$ cat src/rtl/branch_pc_ctrl.sv
// Bundle PC sequencer and branch redirect controller for the VLIW front end.
// Optional redirect/bubble statistics outputs are enabled by defining BRANCH_PC_CTRL_STATS_EN.
module branch_pc_ctrl #(
    parameter int          NUM_BR        = 2,
    parameter logic [31:0] RESET_PC      = 32'h0000_0000,
    parameter int          BUNDLE_BYTES  = 16,
    parameter int          BUBBLE_CYCLES = 1,
    localparam int         LW            = (NUM_BR > 1) ? $clog2(NUM_BR) : 1
) (
    input  logic                clk,
    input  logic                rst,
    input  logic                stall,
    input  logic [NUM_BR-1:0]   br_taken,
    input  logic [32*NUM_BR-1:0] br_target,
    output logic [31:0]         fetch_pc,
    output logic                fetch_valid,
    output logic                squash,
    output logic [LW-1:0]       redirect_lane,
    output logic                br_misalign
`ifdef BRANCH_PC_CTRL_STATS_EN
    ,
    output logic [31:0]         redirect_count,
    output logic [31:0]         bubble_count
`endif
);

    typedef enum logic [1:0] {
        ST_BOOT   = 2'd0,
        ST_RUN    = 2'd1,
        ST_BUBBLE = 2'd2
    } state_t;

    localparam logic [31:0] ALIGN_MASK  = 32'(BUNDLE_BYTES - 1);
    localparam logic [31:0] PC_STEP     = 32'(BUNDLE_BYTES);
    localparam logic [2:0]  BUBBLE_LOAD = 3'(BUBBLE_CYCLES);

    state_t         state_r;
    state_t         state_s;
    logic [31:0]    pc_r;
    logic [31:0]    pc_s;
    logic [2:0]     cnt_r;
    logic [2:0]     cnt_s;
    logic           shadow_r;
    logic           shadow_s;

    logic           any_taken_s;
    logic [LW-1:0]  win_lane_s;
    logic [31:0]    win_target_s;
    logic           accept_s;

    // Fixed-priority pick: scanning from the top down lets the lowest (oldest) lane win.
    always_comb begin
        any_taken_s  = 1'b0;
        win_lane_s   = '0;
        win_target_s = 32'h0000_0000;
        for (int i = NUM_BR - 1; i >= 0; i--) begin
            if (br_taken[i]) begin
                any_taken_s  = 1'b1;
                win_lane_s   = LW'(i);
                win_target_s = br_target[32*i +: 32];
            end else begin
                any_taken_s  = any_taken_s;
            end
        end
    end

    // The EX stage right behind a redirect holds the squashed bundle, hence the shadow gate.
    assign accept_s = any_taken_s & ~stall & ~shadow_r & (state_r != ST_BOOT);

    // Combinational redirect indication, live in the accept cycle itself.
    always_comb begin
        squash        = accept_s;
        br_misalign   = 1'b0;
        redirect_lane = '0;
        if (accept_s) begin
            redirect_lane = win_lane_s;
            br_misalign   = |(win_target_s & ALIGN_MASK);
        end else begin
            redirect_lane = '0;
        end
    end

    assign fetch_valid = (state_r == ST_RUN);
    assign fetch_pc    = pc_r;

    // Next-state, PC and bubble sequencing.
    always_comb begin
        state_s  = state_r;
        pc_s     = pc_r;
        cnt_s    = cnt_r;
        shadow_s = shadow_r;
        if (stall) begin
            state_s = state_r;
        end else if (accept_s) begin
            pc_s     = win_target_s & ~ALIGN_MASK;
            shadow_s = 1'b1;
            if (BUBBLE_CYCLES == 0) begin
                state_s = ST_RUN;
                cnt_s   = 3'd0;
            end else begin
                state_s = ST_BUBBLE;
                cnt_s   = BUBBLE_LOAD;
            end
        end else begin
            shadow_s = 1'b0;
            case (state_r)
                ST_BOOT: begin
                    state_s = ST_RUN;
                end
                ST_RUN: begin
                    pc_s = pc_r + PC_STEP;
                end
                ST_BUBBLE: begin
                    // Exit cycle does not advance the PC: the held target is fetched next.
                    if (cnt_r <= 3'd1) begin
                        cnt_s   = 3'd0;
                        state_s = ST_RUN;
                    end else begin
                        cnt_s   = cnt_r - 3'd1;
                    end
                end
                default: begin
                    state_s = ST_BOOT;
                    pc_s    = RESET_PC;
                    cnt_s   = 3'd0;
                end
            endcase
        end
    end

    // State registers.
    always_ff @(posedge clk or posedge rst) begin
        if (rst) begin
            state_r  <= ST_BOOT;
            pc_r     <= RESET_PC;
            cnt_r    <= 3'd0;
            shadow_r <= 1'b0;
        end else begin
            state_r  <= state_s;
            pc_r     <= pc_s;
            cnt_r    <= cnt_s;
            shadow_r <= shadow_s;
        end
    end

`ifdef BRANCH_PC_CTRL_STATS_EN
    logic [31:0] redirect_cnt_r;
    logic [31:0] bubble_cnt_r;

    // Saturating statistics counters; frozen while stalled.
    always_ff @(posedge clk or posedge rst) begin
        if (rst) begin
            redirect_cnt_r <= 32'h0000_0000;
            bubble_cnt_r   <= 32'h0000_0000;
        end else if (!stall) begin
            if (accept_s && (redirect_cnt_r != 32'hFFFF_FFFF)) begin
                redirect_cnt_r <= redirect_cnt_r + 32'd1;
            end else begin
                redirect_cnt_r <= redirect_cnt_r;
            end
            if ((state_r == ST_BUBBLE) && (bubble_cnt_r != 32'hFFFF_FFFF)) begin
                bubble_cnt_r <= bubble_cnt_r + 32'd1;
            end else begin
                bubble_cnt_r <= bubble_cnt_r;
            end
        end else begin
            redirect_cnt_r <= redirect_cnt_r;
            bubble_cnt_r   <= bubble_cnt_r;
        end
    end

    assign redirect_count = redirect_cnt_r;
    assign bubble_count   = bubble_cnt_r;
`endif

endmodule

$ cat config.mk
export PLATFORM = sky130hd
export DESIGN_NAME = branch_pc_ctrl
export DESIGN_NICKNAME = d
export VERILOG_FILES = /design/src/rtl/branch_pc_ctrl.sv
export SDC_FILE = /design/constraint.sdc
export NUM_CORES = 1
export LEC_CHECK = 0
export BUFFER_PORTS_ARGS = -buffer_cell sky130_fd_sc_hd__buf_4
export CORE_ASPECT_RATIO = 0.6
export CORE_MARGIN = 5
export CORE_UTILIZATION = 43
export CTS_CLUSTER_DIAMETER = 120
export DETAILED_ROUTE_END_ITERATION = 8
export HOLD_SLACK_MARGIN = 0.02
export PLACE_DENSITY = 0.88
export REMOVE_ABC_BUFFERS = 1
export SYNTH_ARGS = -nofsm -noshare
export SYNTH_HDL_FRONTEND = slang
export SYNTH_SLANG_ARGS = --single-unit
$ cat constraint.sdc
create_clock -name clk -period 2.1 [get_ports clk]
set_clock_uncertainty 0.2 [all_clocks]
set_input_delay 0 -clock clk [delete_from_list [all_inputs] [get_ports clk]]
set_output_delay 0 -clock clk [all_outputs]
set_load 0.01 [all_outputs]
==> results.md, run 1 <==
- Clk Latency, worst-skew pair: 0.29 ns
- Height of the die: 67.48 um
- Syn avg cell area: 8.455 um^2
- Fin Hold WS: 0.05235 ns
- Critical path depth: 6
- Synth area leaders: dfrtp_1 (36%), o21ai_0 (5.3%), a222oi_1 (4.7%)
- GPL Wtd Cong: around 0.86
- Ys Warns: 0
- Fin. max-slew vios: 0
- CTS tree: yes
- Status: completed
- Placed wire-length estimate: 6194 um
- CTS H-Tree Depth: 2
- Final worst slack: ~0.077 ns
- Final Total Pwr: 0.004073 W
- Cell with the most instances on the worst path: buf_4
- Leakage power: 1.847 nW
- Kind of critical path: flip-flop to primary output
- Relative slew slack: 60.23%
- Required @ worst endpoint: 1.90 ns
- Pre-Repair DR Iteration Count: 6
- Core area: 5205 um^2
- Global-route usage over all layers: 26.23%
- FMAX: 0.4944 GHz
- Layout area overhead: 70.77%
- CP startpoint: state_r[1]
- CP startpoint kind: flip-flop
- Largest area contributor in the netlist: dfrtp_1
- Sink Count: 34
- Tmin final: approximately 2 ns
- Slowest CP cell: dfrtp_1
- PD cells: between 1000 and 1500 nW/um^2
- Setup violators final: 0
- Clk pin slew, worst setup/hold paths: 0.06 ns
- Worst min path class: primary input to flip-flop
- Antenna violations before repair: 0
- Antenna diode count: 0
- Routed len/inst: 17.63 um
- Placed insts: 454
- First-pass GRT wire length: 14,830 um
- Netlist cell types: 51
- Fin crit share: between 90% and 100%
- Critical path fanouts, max: 14
- Worst path bufs/invs: 2
- Die W: 105.8 um
- CTS buffer count: 5
- Via count: 3,122
- Number of synthesized register bits: 34
- CP peak stage delay: 0.44 ns
- Fin. Hold Viols: 0
- Final nets: 531
- Largest net degree at the start of global routing: 35
- DP Worst Slack: 0.03954 ns
- Cell area after synthesis: 2367 um^2
- Grt ovf: 0
- Vias per std cell: 5.947
- Syn Inst Count: 280
- Final core occ: 77.67%
- Clk root buf: clkbuf_8
- DRC: 0
- Max rail drop VDD: 0.4876 mV
- Number of synthesized flops with an enable pin: 0
- Slew of the pin with the lowest slew margin: approximately 0.60 ns
- Worst-path cell chain: or2_1 > and4b_1 > buf_4 > o41ai_1 > nand2_1 > buf_4
- IO Count: 105
- Port Buffers: 100
- Iter 0 DRT Violations: 264
- FF-to-FF Start: fetch_pc[4]
- Num rows: 20
- Clock tree buffer depth: 2
- Sequential cell area fraction in the yosys report: 35.94%
- Max-cap viol count: 0
- Setup crit end: br_misalign
- Async set or reset register ratio after synthesis: 100.0%
- R2R setup slack: 0.08 ns
- Fillers: between 300 and 400
- Hold_sp: br_taken[0]
- Synth top area share: roughly 36%
- Element type at the critical path end: primary output
- Layout cells sized above 1: 33.33%
- Reg2reg path depth: 5
- CP top delay family: simple AND/OR/NAND/NOR gates
- Number of antenna-violating nets in the routed design: 0
- Die ar.: 7138 um^2
- Primary FF master, synth: dfrtp_1
- Starting Density: ~45%
- Final non-filler cell total: 525
- Vias in the first global route: 3,050
- Crit Reg-Reg Endpoint: fetch_pc[21]
- Detailed Route WL: 9255 um
- Worst EP arrival: between 1.5 and 2 ns
-- cells by family (layout without fill, tap and decap cells) --
| kind of cell | Yosys count | in the layout | share of synthesized area, % |
|---|---|---|---|
| other | 1 | 4 | 0.1584 |
| AO/OA/AOI/OAI | 102 | 102 | 30.02 |
| AND/OR/NAND/NOR | 107 | 107 | 26.00 |
| buffers and inverters | 33 | 209 | 6.290 |
| adder cells (fa/ha/maj) | 3 | 3 | 1.586 |
| flip-flops | 34 | 34 | 35.94 |
-- registers in the layout, summed over array words and instances (netlist names) --
name      count
cnt_r         3
state_r       2
shadow_r      1
fetch_pc     28
-- final cells by class --
type                    instances  area, um^2  share of cell area, %
repair buffers                192        1602                  39.62
multi-input cells             216        1391                  34.42
well taps                      66       82.58                  2.043
flip-flops and latches         34       853.3                  21.11
inverters                      10       37.54                 0.9285
clock buffers                   7       76.32                  1.888
-- worst min path at each step --
stage | depth (start not counted) | end | slack, ns
finish | 4 | shadow_r | 0.05
global route | 4 | shadow_r | 0.06
CTS | 4 | shadow_r | 0.04
detailed placement | 3 | cnt_r[2] | -0.06
global placement | 3 | cnt_r[2] | -0.07
floorplan | 2 | shadow_r | -0.08
-- routing by layer --
metal / routed length, um / track usage [%] / up-vias
met5: 0 / 0 / -
met4: 202 / 8.724 / 0
met3: 1041 / 5.349 / 22
met2: 4255 / 44.44 / 216
met1: 3756 / 34.10 / 1439
li1: - / - / 1445
-- power breakdown --
part           total (W)  switching [W]  internal [W]
Clock           0.000465       0.000236      0.000228
Sequential       0.00131       0.000368      0.000946
Combinational    0.00229        0.00115       0.00114
-- placed cells by master (no fill, tap or decap), types with 3 or more instances in the layout --
cell,n
a21oi_1,16
a221oi_1,10
a222oi_1,11
a22o_1,3
a31oi_1,5
and3_1,5
buf_4,132
clkbuf_8,5
conb_1,4
dfrtp_1,32
dlygate4sd3_1,59
ha_1,3
inv_1,10
nand2_1,23
nand3_1,18
nand3b_1,3
nand4_1,9
nor2_1,19
nor3_1,6
o21ai_0,24
o21ai_1,3
o22ai_1,5
o2bb2ai_1,4
o311ai_1,4
-- worst min-delay path, stage by stage --
cell and delay, ns:
buf_4 0.13, nor2_1 0.07, nand3b_1 0.21, nand2_1 0.08
-- Yosys cell counts, types with 2 or more instances --
| master | n |
|---|---|
| nand2_1 | 23 |
| nor3_1 | 6 |
| and3_1 | 5 |
| dfrtp_1 | 34 |
| buf_4 | 4 |
| buf_2 | 8 |
| nand3_2 | 2 |
| clkbuf_1 | 10 |
| ha_1 | 3 |
| or3_1 | 2 |
| o21bai_1 | 2 |
| o41ai_1 | 2 |
| a22o_1 | 3 |
| or4_1 | 2 |
| a21o_1 | 2 |
| o21ai_0 | 25 |
| o22ai_1 | 5 |
| a221oi_1 | 10 |
| nor4_4 | 2 |
| o2bb2ai_1 | 4 |
| nor2_1 | 19 |
| nand2b_1 | 2 |
| nor4_1 | 2 |
| nand3b_1 | 3 |
| or2_1 | 2 |
| nand4_1 | 9 |
| nor2b_1 | 2 |
| o311ai_1 | 4 |
| nand3_1 | 18 |
| inv_1 | 10 |
| a222oi_1 | 11 |
| and4_1 | 2 |
| o31a_1 | 2 |
| a21oi_1 | 16 |
| a22oi_1 | 3 |
| a31oi_1 | 5 |
| o21ai_1 | 2 |
-- metrics by stage --
step,setup TNS [ns],instance area [um^2]
2_1_floorplan,-0.04185,2267
4_1_cts,0,3990
5_1_grt,-0.004125,4043
3_3_place_gp,0,3323
6_report,0,4043
3_5_place_dp,0,3323
-- timing repair --
item | in CTS | in global routing
setup endpoints to repair | 0 | 10
endpoints found under the hold margin | 66 | 0
resized for setup | 0 | 7
buffers inserted | 0 | 5
hold buffers | 59 | 0
No activity file was read; power rests on OpenSTA's default activity.
==> run 2, diff against run 1 <==
CORE_MARGIN = 2   (was 5)
==> run 2 against run 1 <==
  * Total power is 0.33% higher
  * Count of clock-buffer cells in the layout did not move
  * First-iteration DRC count up 7.6%
  * Highest routed layer unchanged
  * Cell count shrank 1.1%
  * Routed wire length fell by 0.23%
  * Via count unchanged
  * Sequential power rose by 5%
  * Clock power rose by 3%
==> results.md, run 2 (same netlist as run 1, synthesis figures left out) <==
- Status: completed (unchanged)
- Core area: 5180 um^2 (was 5205 um^2)
- Hold_sp: br_taken[1] (was br_taken[0])
- Clk root buf: clkbuf_8 (unchanged)
- Vias per std cell: 6.015 (was 5.947)
- Worst EP arrival: 2.01 ns (was 1.82 ns)
- Number of antenna-violating nets in the routed design: 0 (unchanged)
- Max-cap viol count: 0 (unchanged)
- Layout cells sized above 1: 33.55% (was 33.33%)
- Fillers: 336 (was 348)
- Fin. max-slew vios: 0 (unchanged)
- PD cells: 1018 nW/um^2 (was 1008 nW/um^2)
- Slowest CP cell: dfrtp_2 (was dfrtp_1)
- Final core occ: 77.46% (was 77.67%)
- Clk pin slew, worst setup/hold paths: 0.07 ns (was 0.06 ns)
- Max rail drop VDD: 0.4618 mV (was 0.4876 mV)
- Height of the die: 61.48 um (was 67.48 um)
- Layout area overhead: 69.50% (was 70.77%)
- Placed insts: 449 (was 454)
- CP peak stage delay: 0.45 ns (was 0.44 ns)
- IO Count: 105 (unchanged)
- Element type at the critical path end: flip-flop (was primary output)
- Fin crit share: 98.23% (was 96.32%)
- Iter 0 DRT Violations: 284 (was 264)
- Worst path bufs/invs: 1 (was 2)
- Final Cell Area: 4013 um^2 (was 4043 um^2)
- CTS tree: yes (unchanged)
- Required @ worst endpoint: 2.05 ns (was 1.90 ns)
- Die W: 99.79 um (was 105.8 um)
- Leakage power: 1.816 nW (was 1.847 nW)
- Sink Count: 34 (unchanged)
- Multi-input combinational cell area: 1406 um^2 (was 1391 um^2)
- Reg2reg path depth: 5 (unchanged)
- Setup violators final: 0 (unchanged)
- Worst-path cell chain: or2_1 > and3_1 > buf_4 > a222oi_1 > o22ai_1 (was or2_1 > and4b_1 > buf_4 > o41ai_1 > nand2_1 > buf_4)
- Grt ovf: 0 (unchanged)
- DP Worst Slack: 0.01148 ns (was 0.03954 ns)
- Clock tree buffer depth: 2 (unchanged)
- Tmin final: 2.063 ns (was 2.023 ns)
- Final worst slack: 0.03707 ns (was 0.07724 ns)
- Fin. Hold Viols: 0 (unchanged)
- RSZ-0062 raised after global routing: true
- Global-route usage over all layers: 30.39% (was 26.23%)
- CP startpoint kind: flip-flop (unchanged)
- FF-to-FF Start: state_r[1] (was fetch_pc[4])
- Final Total Pwr: 0.004087 W (was 0.004073 W)
- Dpl cell area: 3286 um^2 (was 3323 um^2)
- Register area: 855.8 um^2 (was 853.3 um^2)
- Largest net degree at the start of global routing: 35 (unchanged)
- Crit Reg-Reg Endpoint: fetch_pc[7] (was fetch_pc[21])
- CTS H-Tree Depth: 2 (unchanged)
- R2R setup slack: 0.04 ns (was 0.08 ns)
- Placed wire-length estimate: 5669 um (was 6194 um)
- Final non-filler cell total: 519 (was 525)
- FMAX: 0.4847 GHz (was 0.4944 GHz)
- Commonest non-fill, non-tap cells in the layout: buf_4 (127), dlygate4sd3_1 (58), dfrtp_1 (30) (was buf_4 (132), dlygate4sd3_1 (59), dfrtp_1 (32))
- Kind of critical path: flip-flop to flip-flop (was flip-flop to primary output)
- Num rows: 20 (unchanged)
- Critical path fanouts, max: 15 (was 14)
- First-pass GRT wire length: 14,370 um (was 14,830 um)
- Routed len/inst: 17.79 um (was 17.63 um)
- CTS buffer count: 5 (unchanged)
- Detailed Route WL: 9234 um (was 9255 um)
- Hold path endpoint: state_r[0] (was shadow_r)
- Antenna diode count: 0 (unchanged)
- GPL Wtd Cong: 0.8987 (was 0.8560)
- Largest register FFs: 28 (unchanged)
- Antenna violations before repair: 0 (unchanged)
- Final nets: 525 (was 531)
- Clk Latency, worst-skew pair: 0.29 ns (about the same)
- Worst hold stages: 4 (unchanged)
- Die ar.: 6135 um^2 (was 7138 um^2)
- Starting Density: 45.70% (was 45.48%)
- Via count: 3,122 (unchanged)
- CP top delay family: compound AO/OA/AOI/OAI gates (was simple AND/OR/NAND/NOR gates)
- Port Buffers: 100 (unchanged)
- Vias in the first global route: 2,920 (was 3,050)
- Worst min path class: primary input to flip-flop (unchanged)
- Pre-Repair DR Iteration Count: 5 (was 6)
- Commonest non-fill, non-tap cell in the layout: buf_4 (unchanged)
- DRC: 0 (unchanged)
-- run 2: layout make-up --
class | instances | share of cell area (%)
well taps | 66 | 2.058
clock buffers | 7 | 1.902
flip-flops and latches | 34 | 21.33
inverters | 10 | 0.9355
repair buffers | 186 | 38.73
multi-input cells | 216 | 35.05
-- run 2: worst reg2reg max path, delay by kind of cell, from the launching register on --
family	cells	cell delay [ns]
DFF	1	0.45
buffers and inverters	1	0.19
and+or+nand+nor	2	0.52
AOI/OAI and AO/OA	2	0.56
-- run 2: power breakdown --
| part | internal (W) | total, W | leakage, nW | switching (W) |
|---|---|---|---|---|
| combinational | 0.00111 | 0.00224 | 1.35 | 0.00113 |
| clock | 0.000229 | 0.000477 | 0.0383 | 0.000249 |
| sequential | 0.000949 | 0.00137 | 0.431 | 0.000420 |
-- run 2: worst max-delay path by stage --
stage,depth (start not counted),start,slack [ns],end
after floorplan,5,shadow_r,-0.04,fetch_pc[21]
after global placement,6,fetch_pc[4],0.09,fetch_pc[24]
after detailed placement,5,fetch_pc[7],0.01,fetch_pc[23]
after CTS,5,fetch_pc[7],0.004,fetch_pc[23]
after global routing,7,fetch_pc[4],-0.04,fetch_pc[24]
final,5,state_r[1],0.04,fetch_pc[7]
-- run 2: timing repair --
item                                    CTS  global route
hold buffers                             58             0
pin swaps                                 1             6
cloned                                    0             0
hold endpoints to repair                 67             0
endpoints found under the setup margin    1            28
gates resized for setup                   0            14
setup buffers                             0             5
-- run 2: per-stage QoR --
stage / hold WS (ns) / TNS [ns]
6_report: 0.03697 / 0
5_1_grt: 0.07237 / -0.04611
4_1_cts: 0.03163 / 0
3_5_place_dp: -0.06393 / 0
3_3_place_gp: -0.07118 / 0
2_1_floorplan: -0.08213 / -0.04185
-- run 2: routing by layer --
metal / track usage (%) / wire length [um] / share of wire (%) / vias up
met5: 0 / 0 / 0 / -
met4: 8.611 / 151 / 1.6 / 0
met3: 7.719 / 1174 / 13 / 24
met2: 51.83 / 4258 / 46 / 235
met1: 39.38 / 3649 / 40 / 1429
li1: - / - / - / 1434
